`src/rtl/rx_fifo_pkg.sv`:
```
// rx_fifo_pkg: shared sizing helpers and the byte type for the UART receive FIFO.
//   ptr_width(depth)   - bits needed to address a DEPTH-entry circular buffer
//   count_width(depth) - bits needed to hold an occupancy of 0..DEPTH inclusive
//   rx_byte_t          - one received UART byte
package rx_fifo_pkg;

    typedef logic [7:0] rx_byte_t;

    function automatic int ptr_width(input int depth);
        return $clog2(depth);
    endfunction

    // One extra bit so that a completely full buffer (count == depth) is representable.
    function automatic int count_width(input int depth);
        return $clog2(depth) + 1;
    endfunction

endpackage

```
`src/rtl/rx_byte_fifo_if.sv`:
```
// rx_byte_fifo_if: producer/consumer bundle around the receive byte FIFO.
//   i_data, i_valid          - write side, driven by the UART receiver strobe
//   o_data, o_valid, i_ready - first-word-fall-through read handshake
//   o_data_ready_n           - active-low copy of o_valid for the legacy controller input
//   o_count                  - bytes held, head included
//   o_overflow               - sticky dropped-byte flag, cleared by i_clear_overflow
//   slave modport: the FIFO itself; master modport: the surrounding logic / bench
interface rx_byte_fifo_if
    import rx_fifo_pkg::*;
#(
    parameter int DEPTH      = 16,
    parameter int DATA_WIDTH = 8
);
    logic [DATA_WIDTH-1:0]         i_data;
    logic                          i_valid;
    logic [DATA_WIDTH-1:0]         o_data;
    logic                          o_valid;
    logic                          i_ready;
    logic                          o_data_ready_n;
    logic [count_width(DEPTH)-1:0] o_count;
    logic                          o_overflow;
    logic                          i_clear_overflow;

    modport slave (
        input  i_data, i_valid, i_ready, i_clear_overflow,
        output o_data, o_valid, o_data_ready_n, o_count, o_overflow
    );

    modport master (
        output i_data, i_valid, i_ready, i_clear_overflow,
        input  o_data, o_valid, o_data_ready_n, o_count, o_overflow
    );
endinterface

```
`src/rtl/rx_fifo_mem.sv`:
```
// rx_fifo_mem: DEPTH x DATA_WIDTH register array, one synchronous write port and
// one asynchronous read port; deliberately unreset so it maps onto plain storage.
//   clk_in       - system clock
//   we/waddr/wdata - write port, captured on the rising edge
//   raddr/rdata  - combinational read port
module rx_fifo_mem
    import rx_fifo_pkg::*;
#(
    parameter int DEPTH      = 16,
    parameter int DATA_WIDTH = 8
)(
    input  logic                            clk_in,
    input  logic                            we,
    input  logic [ptr_width(DEPTH)-1:0]     waddr,
    input  logic [DATA_WIDTH-1:0]           wdata,
    input  logic [ptr_width(DEPTH)-1:0]     raddr,
    output logic [DATA_WIDTH-1:0]           rdata
);
    logic [DATA_WIDTH-1:0] mem [DEPTH];

    always_ff @(posedge clk_in) begin
        if (we) mem[waddr] <= wdata;
    end

    assign rdata = mem[raddr];
endmodule

```
`src/rtl/rx_byte_fifo.sv`:
```
// rx_byte_fifo: elastic first-word-fall-through byte buffer between uart_rx and
// control_module. Captures a byte on each i_valid pulse, holds up to DEPTH bytes,
// keeps the oldest data on overflow and flags every dropped byte.
//   clk_in - system clock
//   reset  - asynchronous active-low reset
//   bus    - rx_byte_fifo_if slave modport (write strobe, read handshake, status)
module rx_byte_fifo
    import rx_fifo_pkg::*;
#(
    parameter int DEPTH      = 16,
    parameter int DATA_WIDTH = 8
)(
    input  logic          clk_in,
    input  logic          reset,
    rx_byte_fifo_if.slave bus
);
    localparam int            PW   = ptr_width(DEPTH);
    localparam int            CW   = count_width(DEPTH);
    localparam logic [CW-1:0] FULL = CW'(DEPTH);

    if ((DEPTH & (DEPTH - 1)) != 0 || DEPTH < 4) begin : g_bad_depth
        $error("rx_byte_fifo: DEPTH must be a power of two and at least 4");
    end

    logic [PW-1:0]         wr_ptr_q, wr_ptr_d, rd_ptr_q, rd_ptr_d, rd_next;
    logic [CW-1:0]         count_q, count_d;
    logic [DATA_WIDTH-1:0] head_q, head_d, mem_rdata;
    logic                  valid_q, valid_d, ovf_q, ovf_d;
    logic                  push, pop, drop;

    rx_fifo_mem #(.DEPTH(DEPTH), .DATA_WIDTH(DATA_WIDTH)) u_mem (
        .clk_in (clk_in),
        .we     (push),
        .waddr  (wr_ptr_q),
        .wdata  (bus.i_data),
        .raddr  (rd_next),
        .rdata  (mem_rdata)
    );

    always_comb begin
        pop      = valid_q && bus.i_ready;
        push     = bus.i_valid && (count_q < FULL || pop);
        drop     = bus.i_valid && !push;
        rd_next  = rd_ptr_q + PW'(1);
        wr_ptr_d = push ? wr_ptr_q + PW'(1) : wr_ptr_q;
        rd_ptr_d = pop ? rd_next : rd_ptr_q;
        count_d  = count_q + CW'(push) - CW'(pop);
        valid_d  = count_d != '0;
        // A dropped byte in the same cycle as a clear keeps the flag set.
        ovf_d    = drop || (ovf_q && !bus.i_clear_overflow);
        // The next head comes from memory when at least two bytes are held; otherwise
        // the byte being pushed now (not yet in memory) must be bypassed into the head.
        head_d   = (pop && count_q > CW'(1)) ? mem_rdata :
                   (push && count_q == CW'(pop)) ? bus.i_data : head_q;
    end

    always_ff @(posedge clk_in or negedge reset) begin
        if (!reset) begin
            wr_ptr_q <= '0;
            rd_ptr_q <= '0;
            count_q  <= '0;
            head_q   <= '0;
            valid_q  <= 1'b0;
            ovf_q    <= 1'b0;
        end else begin
            wr_ptr_q <= wr_ptr_d;
            rd_ptr_q <= rd_ptr_d;
            count_q  <= count_d;
            head_q   <= head_d;
            valid_q  <= valid_d;
            ovf_q    <= ovf_d;
        end
    end

    assign bus.o_data         = head_q;
    assign bus.o_valid        = valid_q;
    assign bus.o_data_ready_n = !valid_q;
    assign bus.o_count        = count_q;
    assign bus.o_overflow     = ovf_q;
endmodule

```
`src/flat_wrapper.sv`:
```
// flat-port wrapper written by rule: the top's interface ports become plain ports
module rx_byte_fifo_flat import rx_fifo_pkg::*;
#(
    parameter int DEPTH      = 16,
    parameter int DATA_WIDTH = 8
)
  (clk_in, reset, bus_i_data, bus_i_valid, bus_i_ready, bus_i_clear_overflow, bus_o_data, bus_o_valid, bus_o_data_ready_n, bus_o_count, bus_o_overflow);
  rx_byte_fifo_if #(.DEPTH(DEPTH), .DATA_WIDTH(DATA_WIDTH)) bus_i ();
  input  logic clk_in;
  input  logic reset;
  input wire logic [$bits(bus_i.i_data)-1:0] bus_i_data;
  input wire logic [$bits(bus_i.i_valid)-1:0] bus_i_valid;
  input wire logic [$bits(bus_i.i_ready)-1:0] bus_i_ready;
  input wire logic [$bits(bus_i.i_clear_overflow)-1:0] bus_i_clear_overflow;
  output wire logic [$bits(bus_i.o_data)-1:0] bus_o_data;
  output wire logic [$bits(bus_i.o_valid)-1:0] bus_o_valid;
  output wire logic [$bits(bus_i.o_data_ready_n)-1:0] bus_o_data_ready_n;
  output wire logic [$bits(bus_i.o_count)-1:0] bus_o_count;
  output wire logic [$bits(bus_i.o_overflow)-1:0] bus_o_overflow;
  assign bus_i.i_data = bus_i_data;
  assign bus_i.i_valid = bus_i_valid;
  assign bus_i.i_ready = bus_i_ready;
  assign bus_i.i_clear_overflow = bus_i_clear_overflow;
  assign bus_o_data = bus_i.o_data;
  assign bus_o_valid = bus_i.o_valid;
  assign bus_o_data_ready_n = bus_i.o_data_ready_n;
  assign bus_o_count = bus_i.o_count;
  assign bus_o_overflow = bus_i.o_overflow;
  rx_byte_fifo #(.DEPTH(DEPTH), .DATA_WIDTH(DATA_WIDTH)) u_core (.clk_in(clk_in), .reset(reset), .bus(bus_i));
endmodule
```
`config.mk`:
```
export PLATFORM = sky130hd
export DESIGN_NAME = rx_byte_fifo_flat
export DESIGN_NICKNAME = d
export VERILOG_FILES = /design/src/rtl/rx_fifo_pkg.sv /design/src/rtl/rx_byte_fifo_if.sv /design/src/rtl/rx_fifo_mem.sv /design/src/rtl/rx_byte_fifo.sv /design/src/flat_wrapper.sv
export SDC_FILE = /design/constraint.sdc
export NUM_CORES = 1
export LEC_CHECK = 0
export ABC_AREA = 0
export BUFFER_PORTS_ARGS = -buffer_cell sky130_fd_sc_hd__buf_4
export CORE_AREA = 2 2 108 110
export DETAILED_ROUTE_END_ITERATION = 16
export DIE_AREA = 0 0 110 112
export PLACE_DENSITY = 0.79
export SLEW_MARGIN = 20
export SYNTH_ARGS = -nofsm -noshare
export SYNTH_HDL_FRONTEND = slang
export SYNTH_SLANG_ARGS = --single-unit
```
`constraint.sdc`:
```
create_clock -name clk_in -period 3.4 [get_ports clk_in]
set_input_delay 1.02 -clock clk_in [delete_from_list [all_inputs] [get_ports clk_in]]
set_output_delay 1.02 -clock clk_in [all_outputs]
set_load 0.005 [all_outputs]
```
# After elaboration in Yosys (flattened, before gate mapping)
# Memories as Yosys holds them, arrays and structs flattened.
# Cells that the tools add are included.
dict set report totals {
  register_bits 23
  mem_bits_rw 128
  inputBits 13
  memories 1
}
dict set report classes {
  add_sub_neg 4
  n_lt_le_gt_ge 2
  n_eq_ne 1
  n_mux 4
  reduce_logical 13
}
# name depth word_bits read_ports rd_ports_with_merged_regs wr line_no
set memory_table {}
lappend memory_table {u_core.u_mem.mem 16 8 1 0 1 rx_fifo_mem.sv:19} ;# logic [DATA_WIDTH-1:0] mem [DEPTH];
# operator count
set ops {}
lappend ops {{two-way mux 8 bit} 2}
lappend ops {{adder 4 x 1 -> 4 bit (second input constant)} 2}
lappend ops {{logical AND 1 bit} 6}
lappend ops {{adder 5 x 1 -> 5 bit} 1}
lappend ops {{== test 5 x 1 -> 1 bit} 1}
lappend ops {{greater-than comparator 5 x 1 -> 1 bit (second input constant)} 1}
lappend ops {{< comparator 5 bit (second input constant)} 1}
lappend ops {{nonzero test 5 bit} 1}
lappend ops {{subtractor 5 x 1 -> 5 bit} 1}
lappend ops {{logical NOT 1 bit} 3}
lappend ops {{logical OR 1 bit} 2}
lappend ops {{two-way mux 1 bit} 2}
lappend ops {{nonzero test 2 bit} 1}

# Logic depth before layout (Yosys ltp)
dict set report logic_depth {
  ltp_word 6
  ltp_mapped 10
}

# Modules after synthesis
# Synthesis repeated with hierarchy kept, for this count alone.
dict set report hier_totals {
  cells_unflattened 319
  hier_area_um2 6195.9
}
# mod n_inst cells_per_inst area_per_inst_um2 seq_area_each_um2
set by_module_without_submodules {}
lappend by_module_without_submodules {rx_fifo_mem 1 221 4987.3 3843.7}
lappend by_module_without_submodules {rx_byte_fifo 1 98 1208.7 575.6}

# Worst setup path after synthesis
# OpenSTA, ideal clock, no wires.
dict set report synth_path {
  path_type {input -> register}
  start {in bus_i_ready}
  end {reg u_core.valid_q (netlist: u_core.bus.o_valid)}
  setup_ns 0.072
  arrival_ns 2.768
  required_ns 3.328
  path_slack_ns 0.560
  cell_stages 10
  path_cell_list {nand2_1 > inv_1 > ha_1 > inv_1 > ha_1 > fa_1 > nand2b_1 > a21oi_1 > or3_1 > nand4b_1}
}
dict set report synth_via {
  elab_chain_len 6
}
# element line_no
set synth_lines {}
lappend synth_lines {{from (decl)} flat_wrapper.sv:13} ;# input wire logic [$bits(bus_i.i_ready)-1:0] bus_i_ready;
lappend synth_lines {{logical AND 1 bit (*)} rx_byte_fifo.sv:41} ;# pop = valid_q && bus.i_ready;
lappend synth_lines {{net u_core.pop} rx_byte_fifo.sv:29} ;# logic push, pop, drop;
lappend synth_lines {{logical OR 1 bit} rx_byte_fifo.sv:42} ;# push = bus.i_valid && (count_q < FULL || pop);
lappend synth_lines {{logical AND 1 bit} rx_byte_fifo.sv:42}
lappend synth_lines {{adder 5 x 1 -> 5 bit} rx_byte_fifo.sv:47} ;# count_d = count_q + CW'(push) - CW'(pop);
lappend synth_lines {{subtractor 5 x 1 -> 5 bit (*)} rx_byte_fifo.sv:47}
lappend synth_lines {{nonzero test 5 bit (*)} rx_byte_fifo.sv:48} ;# valid_d = count_d != '0;
lappend synth_lines {{net u_core.valid_d} rx_byte_fifo.sv:28} ;# logic valid_q, valid_d, ovf_q, ovf_d;
lappend synth_lines {{to (signal assigned)} rx_byte_fifo.sv:70} ;# valid_q <= valid_d;
lappend synth_lines {{to (decl)} rx_byte_fifo.sv:28}
# The timed path passes the listed nets; every way through them passes the cells marked *.
# A chain may end at the register's enable or synchronous reset.

# Worst setup path after layout
dict set report layout_path {
  start {in bus_i_ready}
  end {mem u_core.u_mem.mem[3][2], enable pin}
}
dict set report layout_via {
  elab_chain_len 5
}
# element line_no
set layout_lines {}
lappend layout_lines {{logical AND 1 bit} rx_byte_fifo.sv:41}
lappend layout_lines {{logical OR 1 bit} rx_byte_fifo.sv:42}
lappend layout_lines {{logical AND 1 bit} rx_byte_fifo.sv:42}
lappend layout_lines {{net u_core.push} rx_byte_fifo.sv:29}
lappend layout_lines {{two-way mux 1 bit} rx_fifo_mem.sv:22} ;# if (we) mem[waddr] <= wdata;
lappend layout_lines {{two-way mux 1 bit (implied by the code)} rx_fifo_mem.sv:22}
lappend layout_lines {{to (decl)} rx_fifo_mem.sv:19}
# The timed path passes the listed nets, and every way through them passes these cells.

==> parameters.txt <==
Parameter                              Value

Routing
  First drt pass iteration count    5
  Routed length per instance    roughly 22 microns
  Drt first-iter violations    325
  Number of vias per cell    between 6 and 7
  Remaining number of nets flagged by the antenna check after routing    0
  DR vias    around 3800
  Total Routed Length    ~14000 microns
  DRC violations left    0

Synth
  Post-synthesis async set-or-reset flop share    around 15%
  Number of standard cells after synthesis    ~440
  Most instantiated flip-flop cell in the synthesis netlist    sky130_fd_sc_hd__edfxtp_1
  Nets in the synthesized netlist    about 470
  Mean cell area of the mapped netlist    roughly 15 sq um
  Cell type with the largest total area after synthesis    sky130_fd_sc_hd__edfxtp_1
  Number of synthesized register bits    between 150 and 200
  Distinct cells, synth    39
  EDFF count, synth    approximately 130
  Fraction of the yosys area taken by sequential cells    just under 70%
  Syn Std Cell Area    approximately 6500 sq um
  Ys Warns    0
  Most instantiated library cell after synthesis    sky130_fd_sc_hd__edfxtp_1
  Fraction of synthesized cell area taken by the top area cell type    about three fifths
  Top cells by count, synth    sky130_fd_sc_hd__edfxtp_1, sky130_fd_sc_hd__nand3_1, sky130_fd_sc_hd__mux2i_1
  Biggest area contributors in the synthesized netlist    sky130_fd_sc_hd__edfxtp_1, sky130_fd_sc_hd__mux2i_1, sky130_fd_sc_hd__dfrtp_1

Flow run
  Number of max-capacitance violations reported    0

Global route
  Fraction of met3 tracks used by global routing    under 10%
  Global-route wire length before repair    about 21000 microns
  Via count of the first global-routing pass    about 3800
  Pin count of the biggest net entering global routing    39
  Met1 usage    between 30% and 40%
  Most Used Layer, Global Route    met2
  Number of antenna violations at the first check in global routing    0
  Residual overflow from global routing    0
  Global Route Usage Sum    between 20% and 30%
  Met2 Usage GRT    a little under two fifths

Floorplanning
  Rows    39
  I/O pin count    29
  Die Wd    approximately 110 microns
  Starting utilization of the core area    58.5%
  Core area    between 10000 and 15000 sq um
  Full die area    approximately 12000 sq um
  Height of the die    112 microns

Critical path
  Crit start category    primary input
  Start-to-end type of the worst setup path    in -> reg
  Setup crit end kind    flop
  Required arrival time at the worst endpoint    3480 ps
  Data arrival at the endpoint of the critical path    2640 ps
  Worst-path fanout max    10

Finish
  N_diodes    0
  Area delta synth->final    14.7%
  Fill count    739
  Net count, final    approximately 500
  Fraction of layout cells with a size suffix above 1    between 10% and 20%
  Non-filler cells in the finished layout    between 600 and 700

Hold path
  Hold crit path type    in -> async

Power
  Maximum ir drop on the vdd rail    between 1 and 1.5 mV
  PwrDens    approximately 1000 nW/um^2
  Leak    between 2 and 3 nW

Place
  HPWL after detailed placement    between 8000 and 9000 microns
  Port Buf Inserts    28
  Count of placed standard cells including taps    around 590
  RD Place Congestion    slightly below 0.9

Timing
  Setup repair after global routing missed its margin    false
  Final count of pins violating max slew    0
  Shortest clock period the worst path allows after layout    2560 ps
  Summed negative setup slack over all endpoints    0 ps
  Count of final setup violators    0
  Worst-Margin Slew    977 ps
  Post-route fraction of the period consumed by the critical path    approximately 75%
  Final count of hold timing violations    0
  Worst hold-check slack    481 ps
  Highest clock rate    0.390 GHz
  Setup Skew    roughly 6.4 ps
  Max-Slew Margin vs Limit    between 30% and 40%

Clock network
  Number of levels the H-tree was split into    4
  Post-cts sizing count    0
  Maximum count of clock buffers along a single path    2
  Clock tree root buffer cell    sky130_fd_sc_hd__clkbuf_16
  Cts hold-fix bufs    0
  Clock Latency Late Sink    420 ps
  CTS tree    done
  Post-CTS repair timing setup buffer count    0
  Inserted Clock Buffers    17
  Clock-pin slew of the registers on the worst-case setup and hold paths    around 60 ps
  CTS sink cnt    around 150

Status
  Outcome    finished clean
-- per-layer routing --
layer / wire [microns] / up-vias / share of wire, %
met5: 0 / - / 0
met4: 455 / 0 / 3.3
met3: 836 / 28 / 6.1
met2: 6780 / 141 / 49
met1: 5630 / 1900 / 41
li1: - / 1727 / -
-- layout make-up --
type	count	area (sq um)	share of cell area [%]
Multi-Input combinational cell	243	1950	26.0
Sequential cell	151	4420	58.9
Timing Repair Buffer	36	283	3.77
Clock inverter	14	174	2.32
Clock buffer	18	429	5.72
Inverter	19	71.3	0.950
Tap cell	143	179	2.38
-- flip-flops by register name, summed over array words and instances (netlist names) --
register and count:
u_core.bus.o_overflow 1, u_core.bus.o_count 5, u_core.u_mem.mem 128, u_core.bus.o_data 8, u_core.wr_ptr_q 4, u_core.rd_ptr_q 4, u_core.bus.o_valid 1
-- path summary, 6_finish.rpt --
path,start,slack (ps),cells after the start,endpoint
max,bus_i_ready,840,6,u_core.u_mem.mem[3][2]$_DFFE_PP_
min,reset,480,1,u_core.bus.o_count[3]$_DFF_PN0_
max reg2reg,u_core.bus.o_count[1]$_DFF_PN0_,1060,6,u_core.bus.o_data[1]$_DFFE_PN0P_
min reg2reg,u_core.rd_ptr_q[3]$_DFFE_PN0P_,520,1,u_core.rd_ptr_q[3]$_DFFE_PN0P_
max in group asynchronous,reset,2680,1,u_core.rd_ptr_q[3]$_DFFE_PN0P_
min in group clk_in,u_core.rd_ptr_q[3]$_DFFE_PN0P_,520,1,u_core.rd_ptr_q[3]$_DFFE_PN0P_
-- power breakdown --
part | switching [mW] | internal (mW)
Combinational | 2.02 | 1.34
Clock | 0.744 | 1.16
Sequential | 0.176 | 2.29
-- kinds of logic after synthesis --
logic type | synth area share, %
XOR/XNOR | 1.47
multiplexers | 9.97
buffers and inverters | 3.06
AND/OR/NAND/NOR | 10.2
adder cells (fa/ha/maj) | 2.98
AO/OA/AOI/OAI | 4.78
flip-flops | 67.6
-- layout by cell type (no fill, tap or decap), types with 2 or more instances in the layout --
cell type / instances
sky130_fd_sc_hd__buf_4: 35
sky130_fd_sc_hd__bufinv_16: 3
sky130_fd_sc_hd__clkbuf_16: 17
sky130_fd_sc_hd__inv_1: 19
sky130_fd_sc_hd__o21ai_0: 4
sky130_fd_sc_hd__clkinv_4: 2
sky130_fd_sc_hd__nand2_1: 5
sky130_fd_sc_hd__ha_1: 13
sky130_fd_sc_hd__nand3_1: 67
sky130_fd_sc_hd__clkinvlp_4: 3
sky130_fd_sc_hd__nor2_1: 5
sky130_fd_sc_hd__a21oi_1: 2
sky130_fd_sc_hd__inv_6: 4
sky130_fd_sc_hd__a221oi_2: 8
sky130_fd_sc_hd__mux2i_1: 64
sky130_fd_sc_hd__a21boi_0: 8
sky130_fd_sc_hd__and2_1: 12
sky130_fd_sc_hd__dfrtp_1: 23
sky130_fd_sc_hd__nand4_1: 17
sky130_fd_sc_hd__xnor2_1: 8
sky130_fd_sc_hd__a221oi_1: 8
sky130_fd_sc_hd__and3b_1: 3
sky130_fd_sc_hd__edfxtp_1: 128
-- through the flow --
| stage | total power, mW | utilization, % | area, sq um | worst slack (ps) |
|---|---|---|---|---|
| floorplan | 4.86 | - | 6540 | 560 |
| global placement | 5.73 | 61.8 | 6900 | 513 |
| detailed placement | 5.81 | 61.8 | 6900 | 421 |
| CTS | 7.73 | 67.1 | 7500 | 862 |
| global route | 8.12 | 67.1 | 7500 | 681 |
| finish | 7.73 | 67.1 | 7500 | 836 |
-- critical path, stage by stage --
cell and delay [ps]:
sky130_fd_sc_hd__buf_4 80, sky130_fd_sc_hd__nand2_1 50, sky130_fd_sc_hd__buf_4 170, sky130_fd_sc_hd__a21boi_2 460
sky130_fd_sc_hd__nor3b_1 440, sky130_fd_sc_hd__and2_1 430
No activity file was read; power rests on OpenSTA's default activity.
